--- src/rtl/sum3_block_accumulator.sv ---
// Accumulates BLOCK_LEN valid/ready samples of the adder-tree sum3 and presents the block total.
// Build option: define ACC_SAT_EN to clamp the total at 2^ACC_W-1 on overflow instead of wrapping.
module sum3_block_accumulator #(
    parameter int IN_W      = 10,
    parameter int ACC_W     = 16,
    parameter int BLOCK_LEN = 4
) (
    input  logic             clk,
    input  logic             rst_n,
    input  logic             clear,
    input  logic             in_valid,
    output logic             in_ready,
    input  logic [IN_W-1:0]  in_sum,
    output logic             out_valid,
    input  logic             out_ready,
    output logic [ACC_W-1:0] out_acc,
    output logic             out_ovf
);

    // state | meaning
    // IDLE  | no sample of the current block taken yet
    // ACCUM | 1..BLOCK_LEN-1 samples summed
    // HOLD  | block complete, waiting for the consumer
    typedef enum logic [1:0] {IDLE, ACCUM, HOLD} state_t;

    localparam int CNT_W = $clog2(BLOCK_LEN + 1);
    localparam int EXT_W = ACC_W + 1;

    state_t             state_q, state_d;
    logic [ACC_W-1:0]   acc_q, acc_d;
    logic [CNT_W-1:0]   cnt_q, cnt_d;
    logic               ovf_q, ovf_d;

    logic [EXT_W-1:0]   in_ext;
    logic [EXT_W-1:0]   sum_ext;
    logic [CNT_W-1:0]   cnt_inc;
    logic               accept;
    logic               xfer;

    assign in_ready  = (state_q != HOLD);
    assign out_valid = (state_q == HOLD);
    assign out_acc   = acc_q;
    assign out_ovf   = ovf_q;

    assign accept  = in_valid && in_ready;
    assign xfer    = out_valid && out_ready;
    assign in_ext  = EXT_W'(in_sum);
    assign sum_ext = {1'b0, acc_q} + in_ext;
    assign cnt_inc = cnt_q + CNT_W'(1);

    always_comb begin
        state_d = state_q;
        acc_d   = acc_q;
        cnt_d   = cnt_q;
        ovf_d   = ovf_q;
        if (clear) begin
            state_d = IDLE;
            acc_d   = '0;
            cnt_d   = '0;
            ovf_d   = 1'b0;
        end else begin
            case (state_q)
                IDLE: begin
                    if (accept) begin
                        acc_d   = in_ext[ACC_W-1:0];
                        cnt_d   = CNT_W'(1);
                        ovf_d   = 1'b0;
                        state_d = (BLOCK_LEN == 1) ? HOLD : ACCUM;
                    end
                end
                ACCUM: begin
                    if (accept) begin
`ifdef ACC_SAT_EN
                        // once clamped, the total stays pinned at full scale for the block
                        if (ovf_q || sum_ext[ACC_W])
                            acc_d = '1;
                        else
                            acc_d = sum_ext[ACC_W-1:0];
`else
                        acc_d = sum_ext[ACC_W-1:0];
`endif
                        ovf_d = ovf_q | sum_ext[ACC_W];
                        cnt_d = cnt_inc;
                        if (cnt_inc == CNT_W'(BLOCK_LEN))
                            state_d = HOLD;
                    end
                end
                HOLD: begin
                    if (xfer) begin
                        state_d = IDLE;
                        acc_d   = '0;
                        cnt_d   = '0;
                        ovf_d   = 1'b0;
                    end
                end
                default: begin
                    state_d = IDLE;
                    acc_d   = '0;
                    cnt_d   = '0;
                    ovf_d   = 1'b0;
                end
            endcase
        end
    end

    always_ff @(posedge clk or negedge rst_n) begin
        if (!rst_n) begin
            state_q <= IDLE;
            acc_q   <= '0;
            cnt_q   <= '0;
            ovf_q   <= 1'b0;
        end else begin
            state_q <= state_d;
            acc_q   <= acc_d;
            cnt_q   <= cnt_d;
            ovf_q   <= ovf_d;
        end
    end

endmodule
--- config.mk ---
export PLATFORM = sky130hd
export DESIGN_NAME = sum3_block_accumulator
export DESIGN_NICKNAME = d
export VERILOG_FILES = /design/src/rtl/sum3_block_accumulator.sv
export SDC_FILE = /design/constraint.sdc
export NUM_CORES = 1
export LEC_CHECK = 0
export ABC_AREA = 1
export CORE_UTILIZATION = 51
export CTS_CLUSTER_DIAMETER = 40
export DETAILED_ROUTE_END_ITERATION = 12
export PLACE_DENSITY = 0.79
export SLEW_MARGIN = 10
export SYNTH_ARGS = -nofsm -noshare
export SYNTH_HDL_FRONTEND = slang
export SYNTH_SLANG_ARGS = --single-unit
--- constraint.sdc ---
create_clock -name clk -period 2.4 [get_ports clk]
set_input_delay 0.48 -clock clk [delete_from_list [all_inputs] [get_ports clk]]
set_output_delay 0.48 -clock clk [all_outputs]
set_load 0.01 [all_outputs]
# Word level (Yosys, flattened, before mapping)
# Cells that the tools add are included.
totals:
  reg_bits: 22
  latchBits: 0
  mem_bits_rw: 0
  mem_bits_ro: 0
  input_bits: 15
  out_inout_bits: 19
  elab_cells: 41
  mem_count: 0
classes:
  add_sub_neg: 2
  multipliers: 0
  n_div: 0
  order_cmp: 0
  eq_ne: 8
  shift: 0
  muxes: 21
  bitwise_logic: 1
  reduce_logical: 5
ops:
  columns: ["op", "count"]
  rows:
  - ["16-bit two-way mux", 4]
  - ["16-bit one-hot mux with 3 select lines", 1]
  - ["16-bit by 10-bit adder with 17-bit output", 1]
  - ["3-bit two-way mux", 4]
  - ["2-bit two-way mux", 5]
  - ["3-bit inequality test, second input constant", 3]
  - ["3-bit one-hot mux with 3 select lines", 1]
  - ["2-bit one-hot mux with 3 select lines", 1]
  - ["1-bit two-way mux", 4]
  - ["4-bit AND reduction", 1]
  - ["3-bit by 1-bit adder with 3-bit output, second input constant", 1]
  - ["3-bit == test, second input constant", 1]
  - ["3-bit by 2-bit inequality test with 1-bit output, second input constant", 1]
  - ["1-bit one-hot mux with 3 select lines", 1]
  - ["3-bit AND reduction", 1]
  - ["2-bit by 1-bit == test with 1-bit output, second input constant", 1]
  - ["2-bit == test, second input constant", 1]
  - ["1-bit logical AND", 2]
  - ["2-bit zero test", 1]
  - ["2-bit inequality test, second input constant", 1]
  - ["1-bit OR", 1]

# Depth between registers and ports, before layout
depth:
  word_depth: 6
  mapped_depth: 11
  depth_no_buf: 11

# Worst setup path after synthesis
# OpenSTA, ideal clock, no wires.
synth_path:
  path_kind: "input to register"
  start: "in in_sum[0]"
  end: "reg acc_q[6] (netlist: out_acc[6])"
  arrival_ns: 1.667
  t_required_ns: 2.279
  setup_slack_ns: 0.612
  path_stages: 9
  n_path_buf: 0
  path_cell_list: "ha_1 -> inv_1 -> fa_1 -> nor2_1 -> nor2_1 -> o21ai_0 -> a21oi_1 -> o21ai_1 -> nand2_1"
synth_via:
  elab_chain_cells: 4
synth_rtl:
  columns: ["element", "line_no", "text"]
  rows:
  - ["start, declared", "13", "input logic [IN_W-1:0] in_sum,"]
  - ["16-bit by 10-bit adder with 17-bit output", "48", "assign sum_ext = {1'b0, acc_q} + in_ext;"]
  - ["16-bit two-way mux", "72", "if (accept) begin"]
  - ["16-bit one-hot mux with 3 select lines", "62", "case (state_q)"]
  - ["16-bit two-way mux", "56", "if (clear) begin"]
  - ["end signal, assigned", "109", "acc_q <= '0;"]
  - ["end signal, assigned", "114", "acc_q <= acc_d;"]
  - ["end, declared", "30", "logic [ACC_W-1:0] acc_q, acc_d;"]
# No other way between the ends. The select of a mux whose other input is x is not followed.
# A chain may end at the register's enable or synchronous reset.

# Worst setup path in the final report
# Ends and elaborated chain as after synthesis.

==> impl_metrics.py <==
metrics = {
    "die": {
        "floorplan.rows": 20,
        "die_outline_height_um": 59.5,
        "floorplan.initialDensity_pct": 54.4,
        "floorplan.die_area_um2": 3540,
        "boundaryPins": 34,
        "core_region_area_um2": 3100,
        "die_w_um": 59.5,
    },
    "synth": {
        "yosys.area.top_type_share_pct": 32.6,
        "post_synth.cell_area_avg_um2": 7.24,
        "seq_total_area_yosys_pct": 32.6,
        "ys_types": 31,
        "synth.yosys.warnings": 0,
        "syn_nets": 261,
        "synth_seq_cells": 22,
        "post_synth_top_area_cell": "sky130_fd_sc_hd__dfrtp_1",
        "synthCells": 233,
        "synth.area.top_cells": "sky130_fd_sc_hd__dfrtp_1, sky130_fd_sc_hd__nand2_1, sky130_fd_sc_hd__ha_1",
        "post_synth_instance_area_um2": 1690,
    },
    "power": {
        "p_sw_mw": 0.432,
        "power.density_nw_per_um2": 524,
        "internal_power_mw": 0.670,
        "clock_power_share_pct": 16.3,
        "share_seq_of_total_power_pct": 40.9,
        "vdd_drop_max_uv": 269,
        "power.share.combinational_pct": 42.8,
        "leakagePower_nw": 1.06,
        "sw_frac_of_total_pct": 39.2,
    },
    "placement": {
        "portBuffers": 33,
        "gp_congestion": 0.881,
        "detailedPlace.worstSlack_ns": 0.0369,
        "place.detailed.hpwl_um": 2960,
    },
    "routing": {
        "avgViaCountPerCell": 5.14,
        "overall_via_count_from_detail_route": 1613,
        "detail_route.wl_per_cell_um": 12.4,
        "route.antenna.remaining_nets": 0,
        "drc": 0,
        "detail_route.wirelength_um": 3880,
        "initialDrtViolationCount": 88,
        "dr.pass1.iters": 4,
    },
    "timing": {
        "setup-tns-final_ns": 0,
        "final_min_period_over_clock_period_pct": 84.5,
        "max_freq_mhz": 493,
        "finalWorstPathRequiredPeriod_ns": 2.03,
        "fin_ws_ns": 0.373,
        "hold_violation_total_from_the_final_report": 0,
        "finalMaxSlewViolations": 0,
        "max_transition_margin_pct": 72.5,
        "worst_hold_margin_ns": 0.498,
        "final.setup_skew_ns": 0.00436,
        "worst_slew_pin_slew_ns": 0.409,
        "rsz_0062_raised_after_global_routing": "no",
        "setup_viol_count_final": 0,
    },
    "cells_and_area": {
        "layout.filler_cells": 290,
        "drive_gt1_share_pct": 9.63,
        "area.growth.synth_to_final_pct": 24.6,
        "nNetsFinal": 300,
        "commonest_non_fill_non_tap_cell_in_the_layout": "sky130_fd_sc_hd__nand2_1",
        "n_antenna_cell": 0,
        "layout.cells.most_common_list": "sky130_fd_sc_hd__nand2_1, sky130_fd_sc_hd__clkdlybuf4s50_1, sky130_fd_sc_hd__nor2_1",
    },
    "critical_path": {
        "end_kind": "register",
        "max_fanout_on_critical_path": 3,
        "worstSetupPathType": "in -> reg",
        "r2r.worst_path.cells": 9,
        "cp-start-kind": "input pin",
        "critPathArrivalTime_ns": 2.25,
        "worst-endpoint-required_ns": 2.62,
    },
    "global_route": {
        "first_global_vias": 1473,
        "antenna_found_initial": 0,
        "maximum_number_of_pins_on_one_net_before_global_route_repair": 23,
        "grt_util_all_layers_pct": 24.8,
        "grt.overflow.total": 0,
        "grt_first_pass_wirelength_um": 6540,
    },
    "clock_network": {
        "clock_tree_from_tritoncts": "done",
        "h-tree-depth": 1,
        "cts_sinks": 22,
        "cts.root.buffer_cell": "sky130_fd_sc_hd__clkbuf_4",
        "insertion_delay_ns": 0.32,
        "cts-root-to-sink-buffers": 2,
        "post-cts-setup-buffer-count": 0,
        "ctsResizeCount": 0,
        "clkTransAtPathRegs_ns": 0.13,
        "numCtsBuffers": 3,
        "holdBufCountCts": 0,
    },
    "status": {
        "status": "finished, final reports clean",
    },
    "worst_hold_path": {
        "min-delay-path-class": "in -> async",
    },
    "flow_run": {
        "drv_cap": 0,
    },
}
[through the flow]
step	std cells	util, %	total power, mW	instance area (µm²)
CTS	314	67.7	1.10	2100
finish	314	67.7	1.10	2100
global route	314	67.7	1.19	2100
detailed placement	311	67.0	0.925	2080
floorplan	233	-	0.751	1690
global placement	311	67.0	0.918	2080
[critical path, cell delays in order]
cell,delay [ns]
sky130_fd_sc_hd__clkdlybuf4s50_1,0.48
sky130_fd_sc_hd__ha_1,0.18
sky130_fd_sc_hd__inv_1,0.06
sky130_fd_sc_hd__fa_1,0.41
sky130_fd_sc_hd__nor2_1,0.12
sky130_fd_sc_hd__nor2_1,0.08
sky130_fd_sc_hd__o21ai_0,0.22
sky130_fd_sc_hd__a21oi_1,0.09
sky130_fd_sc_hd__o21ai_1,0.08
sky130_fd_sc_hd__nand2_1,0.06
[final timing paths]
path / start / slack [ns] / end
max: in_sum[0] / 0.37 / out_acc[6]
min: rst_n / 0.50 / out_ovf
max reg2reg: out_acc[0] / 0.62 / out_acc[6]
min reg2reg: cnt_q[2] / 0.52 / cnt_q[2]
max in group asynchronous: rst_n / 1.67 / out_acc[0]
min in group clk: cnt_q[2] / 0.52 / cnt_q[2]
[routing by layer]
metal,vias up,global-route usage (%),part of all wire (%)
met5,-,0,0
met4,0,11.3,2.0
met3,8,3.28,4.1
met2,45,39.2,47
met1,727,33.7,47
li1,833,-,-
[layout make-up]
class	count	area (µm²)	share of cell area (%)
Tap cell	44	55.1	2.62
Multi-Input combinational cell	179	1000	47.6
Timing Repair Buffer	36	353	16.8
Clock buffer	3	22.5	1.07
Inverter	30	120	5.71
Sequential cell	22	551	26.2
[cell usage after synthesis]
| library cell | count |
|---|---|
| sky130_fd_sc_hd__nand2_2 | 2 |
| sky130_fd_sc_hd__o21ai_0 | 6 |
| sky130_fd_sc_hd__nor2_4 | 1 |
| sky130_fd_sc_hd__nor2_1 | 27 |
| sky130_fd_sc_hd__a21oi_1 | 13 |
| sky130_fd_sc_hd__fa_1 | 1 |
| sky130_fd_sc_hd__o221ai_1 | 1 |
| sky130_fd_sc_hd__inv_1 | 25 |
| sky130_fd_sc_hd__a22oi_2 | 4 |
| sky130_fd_sc_hd__nand4_1 | 2 |
| sky130_fd_sc_hd__xnor2_1 | 1 |
| sky130_fd_sc_hd__buf_4 | 2 |
| sky130_fd_sc_hd__o211ai_1 | 2 |
| sky130_fd_sc_hd__nand3b_1 | 2 |
| sky130_fd_sc_hd__a21boi_0 | 1 |
| sky130_fd_sc_hd__ha_1 | 12 |
| sky130_fd_sc_hd__nand4_2 | 1 |
| sky130_fd_sc_hd__nor2_2 | 1 |
| sky130_fd_sc_hd__nand3_2 | 2 |
| sky130_fd_sc_hd__nand3_1 | 15 |
| sky130_fd_sc_hd__nand2_4 | 3 |
| sky130_fd_sc_hd__a22oi_1 | 1 |
| sky130_fd_sc_hd__o21ai_1 | 3 |
| sky130_fd_sc_hd__nand2_1 | 72 |
| sky130_fd_sc_hd__nand2_8 | 1 |
| sky130_fd_sc_hd__xor2_1 | 2 |
| sky130_fd_sc_hd__inv_6 | 1 |
| sky130_fd_sc_hd__inv_4 | 1 |
| sky130_fd_sc_hd__dfrtp_1 | 22 |
| sky130_fd_sc_hd__nor3_1 | 3 |
| sky130_fd_sc_hd__inv_2 | 3 |
[power groups by stage]
stage                     clock network [mW]  logic [mW]  registers (mW)
after global routing                   0.197       0.537           0.457
final                                  0.180       0.472           0.450
after floorplan                            0       0.289           0.462
after global placement                     0       0.462           0.456
after detailed placement                   0       0.468           0.456
after CTS                              0.182       0.471           0.450
[flip-flops by register name (all words and copies together), names as in the netlist]
signal,count
out_acc,16
cnt_q,3
state_q,2
out_ovf,1
[cells by family (layout without fill, tap and decap cells)]
logic type	Yosys count	after routing	synth area share, %
flip-flops	22	22	32.6
buffers and inverters	32	69	8.01
AO/OA/AOI/OAI	31	31	11.8
XOR/XNOR	3	3	1.56
adder cells (fa/ha/maj)	13	13	10.1
AND/OR/NAND/NOR	132	132	35.9
Power figures use the tool's default switching activity.
